File: src/rtl/seg7_scan_if.sv
// Load/display bundle for the seg7_scan multiplexed display controller.
// The host side drives frames in; the controller side drives the panel.
interface seg7_scan_if #(
    parameter int DIGITS = 4
);
    logic                  load;
    logic [4*DIGITS-1:0]   data_in;
    logic                  lz_en;
    logic [6:0]            seg;
    logic [DIGITS-1:0]     an;
    logic                  pending;
    logic                  frame_tick;

    modport master (
        output load, data_in, lz_en,
        input  seg, an, pending, frame_tick
    );

    modport slave (
        input  load, data_in, lz_en,
        output seg, an, pending, frame_tick
    );
endinterface

File: src/rtl/seg7_scan.sv
// Time-multiplexed 7-segment scan controller with a shared decoder,
// inter-digit blanking and frame-boundary double buffering.
module seg7 (
    input  logic [3:0] nib,
    output logic [6:0] seg
);
    always_comb begin
        seg = 7'b0000000;
        unique case (nib)
            4'h0: seg = 7'b1111110;
            4'h1: seg = 7'b0110000;
            4'h2: seg = 7'b1101101;
            4'h3: seg = 7'b1111001;
            4'h4: seg = 7'b0110011;
            4'h5: seg = 7'b1011011;
            4'h6: seg = 7'b1011111;
            4'h7: seg = 7'b1110000;
            4'h8: seg = 7'b1111111;
            4'h9: seg = 7'b1111011;
            4'hA: seg = 7'b1110111;
            4'hB: seg = 7'b0011111;
            4'hC: seg = 7'b1001110;
            4'hD: seg = 7'b0111101;
            4'hE: seg = 7'b1001111;
            4'hF: seg = 7'b1000111;
        endcase
    end
endmodule

module seg7_scan #(
    parameter int DIGITS       = 4,
    parameter int REFRESH_DIV  = 1000,
    parameter int BLANK_CYCLES = 2
) (
    input  logic        clk,
    input  logic        rst_n,
    seg7_scan_if.slave  bus
);
    localparam int IW   = $clog2(DIGITS);
    localparam int MAXC = (REFRESH_DIV > BLANK_CYCLES) ? REFRESH_DIV : BLANK_CYCLES;
    localparam int CW   = $clog2(MAXC) + 1;
    localparam int DW   = 4 * DIGITS;

    localparam logic [IW-1:0] ILAST = IW'(DIGITS - 1);
    localparam logic [CW-1:0] BLAST = CW'(BLANK_CYCLES - 1);
    localparam logic [CW-1:0] SLAST = CW'(REFRESH_DIV - 1);

    typedef enum logic {
        BLANK,
        SHOW
    } state_t;

    state_t          state, nstate;
    logic [CW-1:0]   cnt, ncnt;
    logic [IW-1:0]   idx, nidx;
    logic            run;
    logic            bnd;
    logic [DW-1:0]   shadow, disp;
    logic            pending;
    logic            frame_tick;
    logic [DIGITS-1:0] an, an_n;
    logic [6:0]      seg, seg_n, dec;
    logic [3:0]      nib;
    logic [DIGITS-1:0] zhi;
    logic            acc;
    logic            sup;

    // run is clear only out of reset, forcing the very first edge to be a boundary
    always_comb begin
        nstate = state;
        ncnt   = cnt + CW'(1);
        nidx   = idx;
        bnd    = 1'b0;
        if (!run) begin
            nstate = BLANK;
            ncnt   = '0;
            nidx   = '0;
            bnd    = 1'b1;
        end else begin
            unique case (state)
                BLANK: begin
                    if (cnt == BLAST) begin
                        nstate = SHOW;
                        ncnt   = '0;
                    end
                end
                SHOW: begin
                    if (cnt == SLAST) begin
                        nstate = BLANK;
                        ncnt   = '0;
                        nidx   = (idx == ILAST) ? '0 : idx + IW'(1);
                        bnd    = (idx == ILAST);
                    end
                end
            endcase
        end
    end

    always_comb begin
        nib = 4'd0;
        for (int k = 0; k < DIGITS; k++) begin
            if (IW'(k) == nidx) nib = disp[4*k +: 4];
        end
    end

    // zhi[k]: every nibble from the top down to k is zero
    always_comb begin
        zhi = '0;
        acc = 1'b1;
        for (int k = DIGITS - 1; k >= 0; k--) begin
            acc    = acc & (disp[4*k +: 4] == 4'd0);
            zhi[k] = acc;
        end
    end

    seg7 u_dec (
        .nib (nib),
        .seg (dec)
    );

    always_comb begin
        sup   = bus.lz_en && (nidx != '0) && zhi[nidx];
        an_n  = '0;
        seg_n = 7'b0000000;
        if (nstate == SHOW) begin
            an_n  = DIGITS'(1) << nidx;
            seg_n = sup ? 7'b0000000 : dec;
        end
    end

    always_ff @(posedge clk) begin
        if (!rst_n) begin
            state      <= BLANK;
            cnt        <= '0;
            idx        <= '0;
            run        <= 1'b0;
            shadow     <= '0;
            disp       <= '0;
            pending    <= 1'b0;
            frame_tick <= 1'b0;
            an         <= '0;
            seg        <= 7'b0000000;
        end else begin
            state      <= nstate;
            cnt        <= ncnt;
            idx        <= nidx;
            run        <= 1'b1;
            frame_tick <= bnd;
            an         <= an_n;
            seg        <= seg_n;
            if (bnd) begin
                pending <= 1'b0;
                if (bus.load) disp <= bus.data_in;
                else if (pending) disp <= shadow;
            end else if (bus.load) begin
                shadow  <= bus.data_in;
                pending <= 1'b1;
            end
        end
    end

    assign bus.seg        = seg;
    assign bus.an         = an;
    assign bus.pending    = pending;
    assign bus.frame_tick = frame_tick;
endmodule

File: src/flat_wrapper.sv
// flat-port wrapper written by rule: the top's interface ports become plain ports
module seg7_scan_flat 
#(
    parameter int DIGITS       = 4,
    parameter int REFRESH_DIV  = 1000,
    parameter int BLANK_CYCLES = 2
)
  (clk, rst_n, bus_load, bus_data_in, bus_lz_en, bus_seg, bus_an, bus_pending, bus_frame_tick);
  seg7_scan_if #(.DIGITS(DIGITS)) bus_i ();
  input  logic clk;
  input  logic rst_n;
  input wire logic [$bits(bus_i.load)-1:0] bus_load;
  input wire logic [$bits(bus_i.data_in)-1:0] bus_data_in;
  input wire logic [$bits(bus_i.lz_en)-1:0] bus_lz_en;
  output wire logic [$bits(bus_i.seg)-1:0] bus_seg;
  output wire logic [$bits(bus_i.an)-1:0] bus_an;
  output wire logic [$bits(bus_i.pending)-1:0] bus_pending;
  output wire logic [$bits(bus_i.frame_tick)-1:0] bus_frame_tick;
  assign bus_i.load = bus_load;
  assign bus_i.data_in = bus_data_in;
  assign bus_i.lz_en = bus_lz_en;
  assign bus_seg = bus_i.seg;
  assign bus_an = bus_i.an;
  assign bus_pending = bus_i.pending;
  assign bus_frame_tick = bus_i.frame_tick;
  seg7_scan #(.DIGITS(DIGITS), .REFRESH_DIV(REFRESH_DIV), .BLANK_CYCLES(BLANK_CYCLES)) u_core (.clk(clk), .rst_n(rst_n), .bus(bus_i));
endmodule
File: config.mk
export PLATFORM = sky130hd
export DESIGN_NAME = seg7_scan_flat
export DESIGN_NICKNAME = d
export VERILOG_FILES = /design/src/rtl/seg7_scan_if.sv /design/src/rtl/seg7_scan.sv /design/src/flat_wrapper.sv
export SDC_FILE = /design/constraint.sdc
export NUM_CORES = 1
export LEC_CHECK = 0
export CORE_ASPECT_RATIO = 0.5
export CORE_UTILIZATION = 25
export CTS_BUF_LIST = sky130_fd_sc_hd__clkbuf_4 sky130_fd_sc_hd__clkbuf_8 sky130_fd_sc_hd__clkbuf_16
export DETAILED_ROUTE_END_ITERATION = 6
export GPL_TIMING_DRIVEN = 1
export PLACE_DENSITY_LB_ADDON = 0.2
export SLEW_MARGIN = 20
export SYNTH_ARGS = -nofsm -noshare
export SYNTH_HDL_FRONTEND = slang
export SYNTH_SLANG_ARGS = --single-unit
File: constraint.sdc
create_clock -name clk -period 6.85 [get_ports clk]
set_input_delay 1.0275 -clock clk [delete_from_list [all_inputs] [get_ports clk]]
set_output_delay 1.0275 -clock clk [all_outputs]
set_load 0.05 [all_outputs]
==> impl_metrics.csv, run 1 <==
group,metric,value,unit
outcome,status,"finished, final reports clean",
timing,worst_pin_slew,993,ps
clock_tree,htreeDepth,3,
synth,synth_edf_count,0,
die,dieWidth,152,um
clock_tree,cts_resized,0,
setup_path,timing.rr.end,"u_core.bus.seg[1]",
final_layout,nets,372,
placement,place_ws,3600,ps
timing,max_freq,311,MHz
timing,setup_ws,3630,ps
setup_path,worstPathArrival,3420,ps
clock_tree,cts_tree,"built",
die,start_util,0.266,
synth,syn-num-nets,346,
synth,syn_area,0.00281,mm2
min_path,whs_path_depth,2,
synth,ys.warnings.count,0,
timing,fin_crit,3220,ps
placement,place_hpwl,4590,um
drt,wl,6200,um
setup_path,critical_path.startpoint_type,"flip-flop",
placement,dpl_cell_area,0.00323,mm2
drt,viasPerCell,4.56,
placement,io_buffers,32,
setup_path,r2r_slack,3630,ps
timing,maxSlewHeadroom,0.336,
synth,avgSynthCellArea,8.89,um2
final_layout,multi_input_area,0.00150,mm2
synth,synth_ff_type,"dfxtp_1",
run,drv_cap,0,
drt,drc,0,
min_path,hold_end,"u_core.shadow[8]",
timing,finalHoldViolCount,0,
drt,wl_met1,3360,um
power_and_ir_drop,ir_worst_vdd,0.102,mV
min_path,hold_path_class,"flip-flop to flip-flop",
power_and_ir_drop,powerDensity,259,mW/mm2
final_layout,drive_gt1_frac,0.0865,
grt,grt_max_degree,36,
synth,async_flop_share,0,
placement,gp_congestion,0.772,
timing,final.period_utilization,0.470,
drt,dr.pass1.iters,4,
grt,grt_pass1_wl,10700,um
synth,yosysTopAreaCell,"dfxtp_1",
drt,post_drt_wl_per_cell,12.7,um
grt,grtUsageTotal,0.114,
synth,synth_cell_types,51,
drt,ant_nets,0,
clock_tree,holdBufCountCts,0,
final_layout,n_antenna_cell,0,
drt,drtIter0Drc,181,
clock_tree,post-cts-setup-buffers,0,
final_layout,regArea,0.00120,mm2
clock_tree,cts_buffer_depth,2,
drt,dr_wl_met2,2620,um
clock_tree,clkTransAtPathRegs,50,ps
die,coreArea,0.0105,mm2
die,io_pins,33,
synth,ys_top_cells_by_area,"dfxtp_1 (43%), mux2i_1 (8.2%), nand2_1 (5.5%)",
power_and_ir_drop,p_leak,1.33,nW
final_layout,fin_area,0.00353,mm2
drt,wl_met3,155,um
setup_path,startpoint,"u_core.cnt[0]",
timing,finalSetupViolCount,0,
setup_path,cp.required,7050,ps
min_path,hp-start,"u_core.shadow[8]",
setup_path,r2r_cells,11,
die,dieArea,0.0117,mm2
setup_path,worstPathMaxFanout,7,
grt,overflow,0,
timing,rsz0062_at_grt,"false",
final_layout,area_growth,25.8,%
timing,tns,0,ps
drt,dr_total_vias,2221,
clock_tree,cts_sinks,60,
grt,grt_pass1_vias,2179,
setup_path,path_class,"flip-flop to flip-flop",
die,rows,26,
clock_tree,cts_buffers,9,
synth,synthDominantCellAreaShare,0.428,
synth,syn_inst,316,
setup_path,cp-end-kind,"flip-flop",
synth,synth_seq_cells,60,
clock_tree,worstSkewPairLatency,320,ps
grt,antenna_found_initial,0,
timing,slew_violations,0,
die,die_y,76.9,um
timing,fin_worst_skew,7.04,ps
drt,highest_layer,"met4",
clock_tree,cts-root-buf,"clkbuf_16",
final_layout,nFillCells,1106,
synth,yosysSeqAreaShare,0.428,
setup_path,reg2reg_from,"u_core.cnt[0]",
## worst max-delay path: stages, from the launching register on
cell and delay [ps]:
dfxtp_1 400, ha_1 280, and4_1 340, a31oi_1 170, nor2_2 360, mux2i_1 250, o211a_1 320, inv_1 130
ha_1 270, nor3_1 210, a21oi_1 70, a221oi_1 290
## worst max-delay path by stage
stage	cells after the start	slack, ps	end
after floorplan	12	4170	u_core.bus.seg[0]
after global placement	8	3660	u_core.bus.seg[6]
after detailed placement	8	3600	u_core.bus.seg[6]
after CTS	11	3630	u_core.bus.seg[1]
after global routing	11	3390	u_core.bus.seg[1]
final	11	3630	u_core.bus.seg[1]
## where the power goes
part | internal [mW] | leakage [nW] | total [mW] | switching, mW
combinational | 0.0390 | 0.692 | 0.0897 | 0.0507
sequential | 0.364 | 0.490 | 0.374 | 0.00951
clock | 0.304 | 0.152 | 0.453 | 0.150
total | 0.707 | 1.33 | 0.916 | 0.210
## layout make-up
cell class	count	share of cell area
Clock buffer	12	0.0737
Clock inverter	4	0.0135
Inverter	7	0.00744
Multi-Input combinational cell	231	0.423
Sequential cell	60	0.340
Tap cell	140	0.0496
Timing Repair Buffer	33	0.0928
## state kept, by name (all words and copies together) (netlist names)
register               flops
u_core.bus.an              4
u_core.idx                 2
u_core.bus.seg             7
u_core.bus.frame_tick      1
u_core.cnt                11
u_core.bus.pending         1
u_core.shadow             16
u_core.run                 1
u_core.disp               16
u_core.state               1
## layer usage
| layer | track usage | vias up |
|---|---|---|
| met5 | 0 | - |
| met4 | 0.0420 | 0 |
| li1 | - | 1169 |
| met1 | 0.157 | 1017 |
| met2 | 0.166 | 30 |
| met3 | 0.0339 | 5 |
## cells in the mapped netlist, types with 2 or more instances
cell	number
o21ai_0	3
a211oi_1	18
clkbuf_1	12
ha_1	10
xor2_1	5
xnor2_1	5
a221oi_1	2
buf_4	4
nand4_1	3
nor3_1	10
inv_1	6
and3_1	5
nor4_1	3
nor2_1	38
nand2_1	41
mux2i_1	23
a21oi_1	19
and4_1	3
a31oi_1	2
o211a_1	2
nor3b_1	2
o211ai_1	3
nand3_1	10
dfxtp_1	60
## through the flow
step	hold slack, ps	utilization	cells	power [mW]
final	453	0.335	487	0.916
after global routing	473	0.335	487	0.959
after detailed placement	447	0.306	471	0.471
after global placement	441	0.306	471	0.468
after CTS	454	0.335	487	0.930
after floorplan	436	-	316	0.440
## kinds of logic after synthesis
logic type / Yosys count / share of synthesized area
xor+xnor: 10 / 0.0312
simple gates: 128 / 0.220
buf+inv: 25 / 0.0397
fa+ha+maj: 10 / 0.0446
compound gates: 57 / 0.140
flops: 60 / 0.428
mux: 26 / 0.0963
## layout by cell type, fill, tap and decap left out, types with 3 or more instances in the layout
cell type,Yosys,routed
nand3_1,10,10
dfxtp_1,60,60
nor2_1,38,38
clkdlybuf4s50_1,0,32
a211oi_1,18,18
o211ai_1,3,3
nand2_1,41,41
clkbuf_16,0,9
nor3_1,10,10
nand4_1,3,3
nor4_1,3,3
and4_1,3,3
mux2i_1,23,23
and3_1,5,5
inv_1,6,6
ha_1,10,10
xor2_1,5,5
a21oi_1,19,19
xnor2_1,5,5
Note: power is estimated with default switching activity, not from simulation.
==> run 2, diff against run 1 <==
Clock period 6.85 ns to 3 ns, I/O delays scaled along.
==> impl_metrics.csv, run 2 (synthesis gave the netlist of run 1 again) <==
group,metric,value,unit
die,die_y,76.9,um
clock_tree,htreeDepth,3,
grt,grtUsageTotal,0.117,
setup_path,cp.required,3210,ps
final_layout,multi_input_area,0.00150,mm2
setup_path,path_class,"flip-flop to flip-flop",
timing,maxSlewHeadroom,0.535,
clock_tree,cts_sinks,60,
clock_tree,cts_tree,"built",
clock_tree,cts_buffer_depth,2,
setup_path,timing.rr.end,"u_core.bus.seg[0]",
setup_path,slowest_stage,"dfxtp_1",
placement,gp_congestion,0.817,
setup_path,worstPathArrival,3040,ps
setup_path,reg2reg_from,"u_core.cnt[0]",
timing,finalHoldViolCount,0,
drt,wl,6380,um
min_path,hold_path_class,"flip-flop to flip-flop",
drt,post_drt_wl_per_cell,12.8,um
timing,fin_crit,2820,ps
outcome,status,"finished, final reports clean",
min_path,hold_end,"u_core.shadow[5]",
power_and_ir_drop,p_leak,1.38,nW
setup_path,cp-end-kind,"flip-flop",
die,io_pins,33,
grt,antenna_found_initial,0,
final_layout,drive_gt1_frac,0.118,
final_layout,final_cell_mix,"dfxtp_1 (60), nand2_1 (41), nor2_1 (38)",
placement,place_ws,-2.41,ps
final_layout,regArea,0.00120,mm2
timing,finalSetupViolCount,0,
setup_path,max_stage_delay,400,ps
final_layout,nFillCells,1083,
grt,grt_pass1_wl,10600,um
timing,setup_ws,177,ps
timing,final.period_utilization,0.941,
setup_path,r2r_slack,180,ps
drt,dr_total_vias,2296,
min_path,hp-start,"u_core.shadow[5]",
drt,dr.pass1.iters,4,
placement,place_hpwl,4710,um
grt,grt_max_degree,34,
final_layout,area_growth,29.4,%
final_layout,nets,382,
final_layout,post-route-util,0.345,
grt,overflow,0,
min_path,whs_path_depth,2,
grt,grt_pass1_vias,2178,
die,coreArea,0.0105,mm2
die,rows,26,
final_layout,n_antenna_cell,0,
die,dieArea,0.0117,mm2
run,drv_cap,0,
clock_tree,cts-root-buf,"clkbuf_16",
final_layout,final_common_cell,"dfxtp_1",
clock_tree,holdBufCountCts,0,
drt,viasPerCell,4.62,
clock_tree,worstSkewPairLatency,330,ps
timing,fin_worst_skew,7.31,ps
die,start_util,0.266,
timing,worst_pin_slew,694,ps
power_and_ir_drop,powerDensity,590,mW/mm2
setup_path,worstPathMaxFanout,6,
drt,drtIter0Drc,98,
power_and_ir_drop,ir_worst_vdd,0.245,mV
clock_tree,clkTransAtPathRegs,50,ps
drt,ant_nets,0,
final_layout,reg_top3,"u_core.disp: 16 flops, u_core.shadow: 16 flops, u_core.cnt: 11 flops",
setup_path,r2r_cells,10,
clock_tree,cts_buffers,9,
die,dieWidth,152,um
timing,max_freq,354,MHz
setup_path,crit_chain,"ha_2 -> and4_2 -> a31oi_1 -> nor2_4 -> mux2i_1 -> o211a_1 -> inv_1 -> ha_1 -> mux2_4 -> a221oi_1",
timing,slew_violations,0,
drt,drc,0,
placement,io_buffers,32,
setup_path,critical_path.startpoint_type,"flip-flop",
[run 2: final cells by class]
cell class / instances / area share
Multi-Input combinational cell: 231 / 0.414
Sequential cell: 60 / 0.331
Timing Repair Buffer: 43 / 0.111
Clock buffer: 13 / 0.0772
Tap cell: 140 / 0.0482
Clock inverter: 3 / 0.0117
Inverter: 7 / 0.00723
[run 2: worst max-delay path, delay by kind of cell, from the launching register on]
| family | cells | cell delay (ps) |
|---|---|---|
| AO/OA/AOI/OAI | 3 | 670 |
| adder cells (fa/ha/maj) | 2 | 490 |
| buffers and inverters | 1 | 100 |
| flip-flops | 1 | 400 |
| multiplexers | 2 | 490 |
| AND/OR/NAND/NOR | 2 | 550 |
[run 2: timing repair]
action / 4_1_cts / 5_1_grt
pin swaps: 1 / 1
endpoints found under the setup margin: 1 / 5
setup buffers: 0 / 4
gates resized for setup: 0 / 3
cloned: 0 / 0
[run 2: how the worst max path moves through the flow]
stage / startpoint / end / depth (start not counted)
floorplan: u_core.cnt[0] / u_core.bus.seg[0] / 12
global placement: u_core.cnt[0] / u_core.bus.seg[0] / 10
detailed placement: u_core.cnt[0] / u_core.bus.seg[0] / 10
CTS: u_core.cnt[0] / u_core.bus.seg[0] / 10
global route: u_core.cnt[0] / u_core.bus.seg[0] / 10
finish: u_core.cnt[0] / u_core.bus.seg[0] / 10
[run 2: power by group]
group	leakage [nW]	internal, mW	switching (mW)	total (mW)
Sequential	0.490	0.832	0.0224	0.854
Clock	0.158	0.731	0.345	1.08
Combinational	0.737	0.0953	0.117	0.212
[run 2: stage by stage]
step	cell area (um2)	cells	TNS (ps)	hold WS, ps	power [mW]
finish	3630	497	0	452	2.14
global route	3630	497	-23.9	472	2.23
CTS	3590	493	0	453	2.17
detailed placement	3270	477	-2.41	446	1.08
global placement	3270	477	0	441	1.08
floorplan	2810	316	0	436	1.00
[run 2: routing by layer]
layer / up-vias / share of wire / GRT usage
li1: 1186 / - / -
met1: 1074 / 0.52 / 0.150
met2: 30 / 0.42 / 0.173
met3: 6 / 0.041 / 0.0480
met4: 0 / 0.014 / 0.0440
met5: - / 0 / 0
